[config.mk]
export PLATFORM = sky130hd
export DESIGN_NAME = dispense_scheduler
export DESIGN_NICKNAME = d
export VERILOG_FILES = /design/src/rtl/dispenser_pkg.sv /design/src/rtl/dispense_timer.sv /design/src/rtl/dispense_scheduler.sv
export SDC_FILE = /design/constraint.sdc
export NUM_CORES = 1
export LEC_CHECK = 0
export BUFFER_PORTS_ARGS = -buffer_cell sky130_fd_sc_hd__buf_2
export CORE_MARGIN = 3
export CORE_UTILIZATION = 60
export CTS_BUF_LIST = sky130_fd_sc_hd__clkbuf_4 sky130_fd_sc_hd__clkbuf_8
export CTS_CLUSTER_DIAMETER = 80
export CTS_CLUSTER_SIZE = 12
export DETAILED_ROUTE_END_ITERATION = 8
export PLACE_DENSITY_LB_ADDON = 0.2
export SYNTH_ARGS = -nofsm -noshare
export SYNTH_HDL_FRONTEND = slang
export SYNTH_SLANG_ARGS = --single-unit
export TNS_END_PERCENT = 20
[constraint.sdc]
create_clock -name clock -period 2.1 [get_ports clock]
set_input_delay 0.42 -clock clock [delete_from_list [all_inputs] [get_ports clock]]
set_output_delay 0.42 -clock clock [all_outputs]
set_load 0.005 [all_outputs]
[src/rtl/dispenser_pkg.sv]
// Shared types and slot constants for the pill dispenser scheduling logic.
package dispenser_pkg;

  typedef enum logic [1:0] {
    IDLE = 2'd0,
    FIRE = 2'd1,
    WAIT = 2'd2,
    COOL = 2'd3
  } state_t;

  localparam int SLOT_MORNING   = 0;
  localparam int SLOT_AFTERNOON = 1;
  localparam int SLOT_EVENING   = 2;
  localparam int NUM_SLOTS      = 3;

  // Isolates the lowest set bit, giving morning > afternoon > evening priority.
  function automatic logic [NUM_SLOTS-1:0] lowest_onehot(input logic [NUM_SLOTS-1:0] v);
    return v & (~v + NUM_SLOTS'(1));
  endfunction

endpackage

[src/rtl/dispense_timer.sv]
// Loadable down-counter shared by the pulse, confirm and cooldown phases.
module dispense_timer #(
  parameter int W = 8
) (
  input  logic         clock,
  input  logic         resetn,
  input  logic         load,
  input  logic [W-1:0] load_val,
  output logic         expired
);

  logic [W-1:0] count;

  always_ff @(posedge clock) begin
    if (!resetn) begin
      count <= '0;
    end else if (load) begin
      count <= load_val;
    end else if (count != '0) begin
      count <= count - W'(1);
    end
  end

  // A phase loaded with N lasts exactly N cycles: it ends on the cycle count reads 1.
  assign expired = (count == W'(1));

endmodule

[src/rtl/dispense_scheduler.sv]
// Serialises timed and manual dose requests onto the single shared pill actuator:
// pulse the motor, wait for the pill sensor, then rest before the next dose.
module dispense_scheduler
  import dispenser_pkg::*;
#(
  parameter int PULSE_CYCLES   = 50_000_000,
  parameter int CONFIRM_CYCLES = 100_000_000,
  parameter int GAP_CYCLES     = 25_000_000,
  parameter int CNT_W          = 8
) (
  input  logic             clock,
  input  logic             resetn,
  input  logic [2:0]       req,
  input  logic [2:0]       slot_en,
  input  logic             manual_req,
  input  logic [1:0]       manual_sel,
  input  logic             pill_sense,
  input  logic             abort,
  input  logic             clear_missed,
  output logic             motor,
  output logic             busy,
  output logic [2:0]       active_slot,
  output logic             done,
  output logic [2:0]       missed,
  output logic [CNT_W-1:0] dose_count,
  output logic [1:0]       fsm_state
);

  localparam int MAX_PC  = (PULSE_CYCLES > CONFIRM_CYCLES) ? PULSE_CYCLES : CONFIRM_CYCLES;
  localparam int MAX_ALL = (MAX_PC > GAP_CYCLES) ? MAX_PC : GAP_CYCLES;
  localparam int TW      = $clog2(MAX_ALL + 1);

  // Request interface: req and manual_req are single-cycle strobes with no
  // back-pressure; a strobe is always accepted (merged into pending) unless
  // abort is high on the same edge, in which case it is dropped.

  state_t               state, state_nxt;
  logic [NUM_SLOTS-1:0] cap, cap_nxt, pending, sel, manual_vec;
  logic [NUM_SLOTS-1:0] active_q, missed_q;
  logic                 confirmed, done_q;
  logic [CNT_W-1:0]     count_q;
  logic                 take, dose_ok, dose_miss;
  logic                 t_load, t_expired;
  logic [TW-1:0]        t_val;

  dispense_timer #(.W(TW)) u_timer (
    .clock    (clock),
    .resetn   (resetn),
    .load     (t_load),
    .load_val (t_val),
    .expired  (t_expired)
  );

  always_comb begin
    manual_vec = '0;
    if (manual_req && (manual_sel != 2'd3)) begin
      manual_vec = NUM_SLOTS'(3'b001 << manual_sel);
    end
    cap_nxt = (req & slot_en) | manual_vec;
    sel     = lowest_onehot(pending);
  end

  always_comb begin
    state_nxt = state;
    t_load    = 1'b0;
    t_val     = '0;
    take      = 1'b0;
    dose_ok   = 1'b0;
    dose_miss = 1'b0;
    case (state)
      IDLE: begin
        if (pending != '0) begin
          take      = 1'b1;
          t_load    = 1'b1;
          t_val     = TW'(PULSE_CYCLES);
          state_nxt = FIRE;
        end
      end
      FIRE: begin
        if (t_expired) begin
          t_load    = 1'b1;
          t_val     = TW'(CONFIRM_CYCLES);
          state_nxt = WAIT;
        end
      end
      WAIT: begin
        if (confirmed || pill_sense) begin
          dose_ok   = 1'b1;
          t_load    = 1'b1;
          t_val     = TW'(GAP_CYCLES);
          state_nxt = COOL;
        end else if (t_expired) begin
          dose_miss = 1'b1;
          t_load    = 1'b1;
          t_val     = TW'(GAP_CYCLES);
          state_nxt = COOL;
        end
      end
      COOL: begin
        if (t_expired) begin
          state_nxt = IDLE;
        end
      end
      default: state_nxt = IDLE;
    endcase
    // Abort overrides every other input and suppresses any dose outcome.
    if (abort) begin
      state_nxt = IDLE;
      t_load    = 1'b0;
      take      = 1'b0;
      dose_ok   = 1'b0;
      dose_miss = 1'b0;
    end
  end

  always_ff @(posedge clock) begin
    if (!resetn) begin
      state     <= IDLE;
      cap       <= '0;
      pending   <= '0;
      active_q  <= '0;
      confirmed <= 1'b0;
      done_q    <= 1'b0;
      missed_q  <= '0;
      count_q   <= '0;
    end else begin
      state  <= state_nxt;
      done_q <= dose_ok;
      if (abort) begin
        cap     <= '0;
        pending <= '0;
      end else begin
        // The capture stage makes new requests visible to arbitration one cycle later.
        cap     <= cap_nxt;
        pending <= (pending & ~(take ? sel : '0)) | cap;
      end
      if (state_nxt == IDLE) begin
        active_q <= '0;
      end else if (take) begin
        active_q <= sel;
      end
      if (take) begin
        confirmed <= 1'b0;
      end else if (((state == FIRE) || (state == WAIT)) && pill_sense) begin
        confirmed <= 1'b1;
      end
      if (dose_ok && (count_q != '1)) begin
        count_q <= count_q + CNT_W'(1);
      end
      if (!abort) begin
        // A miss on the same edge as clear_missed still sets its flag.
        missed_q <= (clear_missed ? '0 : missed_q) | (dose_miss ? active_q : '0);
      end
    end
  end

  assign motor       = (state == FIRE);
  assign busy        = (state != IDLE);
  assign active_slot = active_q;
  assign done        = done_q;
  assign missed      = missed_q;
  assign dose_count  = count_q;
  assign fsm_state   = state;

endmodule

==> results by group <==
Run status
  • Result of the run: finished, final reports clean

Logic synthesis
  • Mapped Nets: 329
  • Synth area leaders: dfxtp_1 (38%), xnor2_1 (6.2%), ha_1 (4.2%)
  • Synth Area per Inst: 8.73 sq um
  • Synth area leader: dfxtp_1
  • Yosys reg bits: 51
  • Synth cell types: 50
  • Seq/Total Area, Yosys: 38.2%
  • Synth warnings: 0
  • Number of flops mapped to enable cells by yosys: 0
  • Commonest register cell after synthesis: dfxtp_1
  • Synth cell count leaders: dfxtp_1 (51), nor2_1 (30), nand2_1 (24)
  • Share of the synthesized area in the top cell type: 38.2%
  • Post-Synthesis Cell Area: 0.00267 sq mm
  • Synth Instances: 306
  • Most common cell in the netlist: dfxtp_1
  • Async SR Flop Fraction: 0%

Critical path
  • Critical Path End Type: flip-flop
  • CP Max Fanout: 5
  • Max incr delay on CP: 0.58 ns
  • Buf/Inv on CP: 1
  • Worst path depth: 7
  • Critical Path Start Type: flip-flop
  • Critical-path top delay cell: or4_4
  • Largest delay share family, worst path: simple AND/OR/NAND/NOR gates
  • Crit path cell chain: or4_4 > nor3_4 > buf_6 > nand2_4 > nor4b_4 > xnor2_1 > a21boi_1
  • Critical path type: reg2reg
  • Crit path DAT: 2.26 ns
  • Worst Path Required: 2.30 ns
  • FF-to-FF path depth: 7

STA
  • Final Max Tran Viols: 0
  • Slew @ Worst Pin: 0.456 ns
  • RSZ-0062 raised after global routing: yes
  • Crit share post-route: 98.2%
  • Post-layout min period: 2.06 ns
  • Fmax: 485 MHz
  • Final hold vios: 0
  • Final setup violating endpoints: 0
  • Max-slew headroom: 69.6%
  • Clock skew: 0.00713 ns

Detailed routing
  • M1 WL: 2760 microns
  • DR WL met2: 2990 microns
  • Initial DRC count: 129
  • DR vias: 2454
  • Total Wirelength: 6230 microns
  • Vias per inst: 5.87
  • Residual DRC: 0
  • Post-DRT Antenna Nets: 0
  • Pre-Repair DR Iteration Count: 4
  • DR WL met3: 371 microns
  • Wire per inst: 14.9 microns
  • Top Layer Used: met4

CTS
  • CTS tree: done
  • H-tree depth: 2
  • Clock buffer count from CTS: 5
  • Max Root-Sink Buffers: 2
  • CTS Sinks: 51
  • Worst-Skew Late Latency: 0.31 ns
  • Root Buffer: clkbuf_8
  • Clock transition at the registers of the reported paths: 0.09 ns

Pwr
  • Total power: 0.00454 W
  • Power Dens Cells: 1400 mW/mm^2
  • Leak Pwr: 1.34 nW
  • Clk network pwr share: 13.1%
  • Psw: 0.00191 W
  • Sw Ratio: 42.1%
  • Reg power frac: 31.3%
  • Max VDD drop: 0.889 mV
  • Comb pwr share: 55.7%
  • P_int: 0.00263 W

Global route
  • Total track usage: 24.9%
  • Largest net degree at the start of global routing: 20
  • Grt ovf: 0
  • Vias in the first global route: 2241
  • First-pass GRT wire length: 10300 microns
  • Initial antenna violation count: 0

Hold path
  • Hold path depth: 3
  • Min-delay worst type: in2reg

Floorplan
  • # IOs: 33
  • Die Width: 72.7 microns
  • Initial Utilization: 64.5%
  • Die H: 72.7 microns
  • Area of the die: 0.00529 sq mm
  • Row count: 23
  • Core Area: 0.00414 sq mm

Finish
  • N_diodes: 0
  • Area Growth Syn to Fin: 21.7%
  • Final core utilization: 78.5%
  • Share of layout cells above drive strength 1: 27.4%
  • Total Nets Final: 390

Placement
  • Routability cong.: 0.929
  • DP Wirelength: 4700 microns
  • PortBufs: 32

Run
  • Max Cap Viol: 0
-- cell usage in the layout (no fill, tap or decap), drive strengths merged, types with 11 or more instances in the layout --
cell type   n
o21ai      11
buf        64
nor2       30
a21oi      13
nor3       16
dfxtp      51
nand2      25
xnor2      19
xor2       11
-- logic make-up after synthesis --
group | after synthesis | share of synthesized area (%)
simple gates | 143 | 31.0
fa+ha+maj | 9 | 4.21
mux | 2 | 0.749
flops | 51 | 38.2
buf+inv | 18 | 2.86
compound gates | 53 | 13.1
xor+xnor | 30 | 9.83
-- power groups by stage --
stage / clock [W] / combinational [W] / sequential [W]
3_5_place_dp: 0 / 0.00233 / 0.00140
6_report: 0.000592 / 0.00253 / 0.00142
3_3_place_gp: 0 / 0.00227 / 0.00139
5_1_grt: 0.000649 / 0.00274 / 0.00145
2_1_floorplan: 0 / 0.00161 / 0.00140
4_1_cts: 0.000602 / 0.00236 / 0.00139
-- worst register-to-register path: cells and delay by family (launching register included) --
| family | cells | cell delay (ns) |
|---|---|---|
| flip-flops | 1 | 0.37 |
| XOR/XNOR | 1 | 0.15 |
| buffers and inverters | 1 | 0.16 |
| AO/OA/AOI/OAI | 1 | 0.07 |
| AND/OR/NAND/NOR | 4 | 1.19 |
-- stage by stage --
stage / cell area [sq um] / setup TNS (ns) / worst slack, ns / hold WS, ns / std cells
2_1_floorplan: 2670 / 0 / 0.194 / 0.411 / 306
3_3_place_gp: 3080 / 0 / 0.0337 / 0.415 / 409
3_5_place_dp: 3080 / -0.0746 / -0.0264 / 0.425 / 409
4_1_cts: 3190 / 0 / 0.000786 / 0.330 / 417
5_1_grt: 3250 / -0.0178 / -0.0178 / 0.352 / 418
6_report: 3250 / 0 / 0.0384 / 0.333 / 418
-- sequential cells by signal, indices dropped and copies added (netlist names) --
signal	cells
active_slot	3
cap	3
confirmed	1
done	1
dose_count	8
fsm_state	2
missed	3
pending	3
u_timer.count	27
-- layer usage --
layer / track usage, % / vias to the layer above
li1: - / 1209
met3: 4.13 / 14
met1: 32.6 / 1145
met2: 41.5 / 86
met5: 0 / -
met4: 8.40 / 0
-- what timing repair did --
action,in CTS,in global routing
gates resized for setup,2,17
setup buffers,0,1
hold buffers,0,0
endpoints found under the setup margin,12,29
pin swaps,0,1
-- final timing paths --
check | startpoint | endpoint | slack [ns]
hold reg to reg | cap[1] | pending[1] | 0.44
setup reg to reg | u_timer.count[2] | u_timer.count[14] | 0.04
setup / recovery | u_timer.count[2] | u_timer.count[14] | 0.04
hold / removal | slot_en[2] | cap[2] | 0.33
-- area by class of cell --
| type | count | area, sq um |
|---|---|---|
| Fill cell | 303 | 891 |
| Multi-Input combinational cell | 237 | 1640 |
| Clock buffer | 5 | 68.8 |
| Clock inverter | 3 | 26.3 |
| Timing Repair Buffer | 64 | 404 |
| Sequential cell | 51 | 1020 |
| Tap cell | 50 | 62.6 |
| Inverter | 8 | 30.0 |
(Power assumes the default switching activity.)
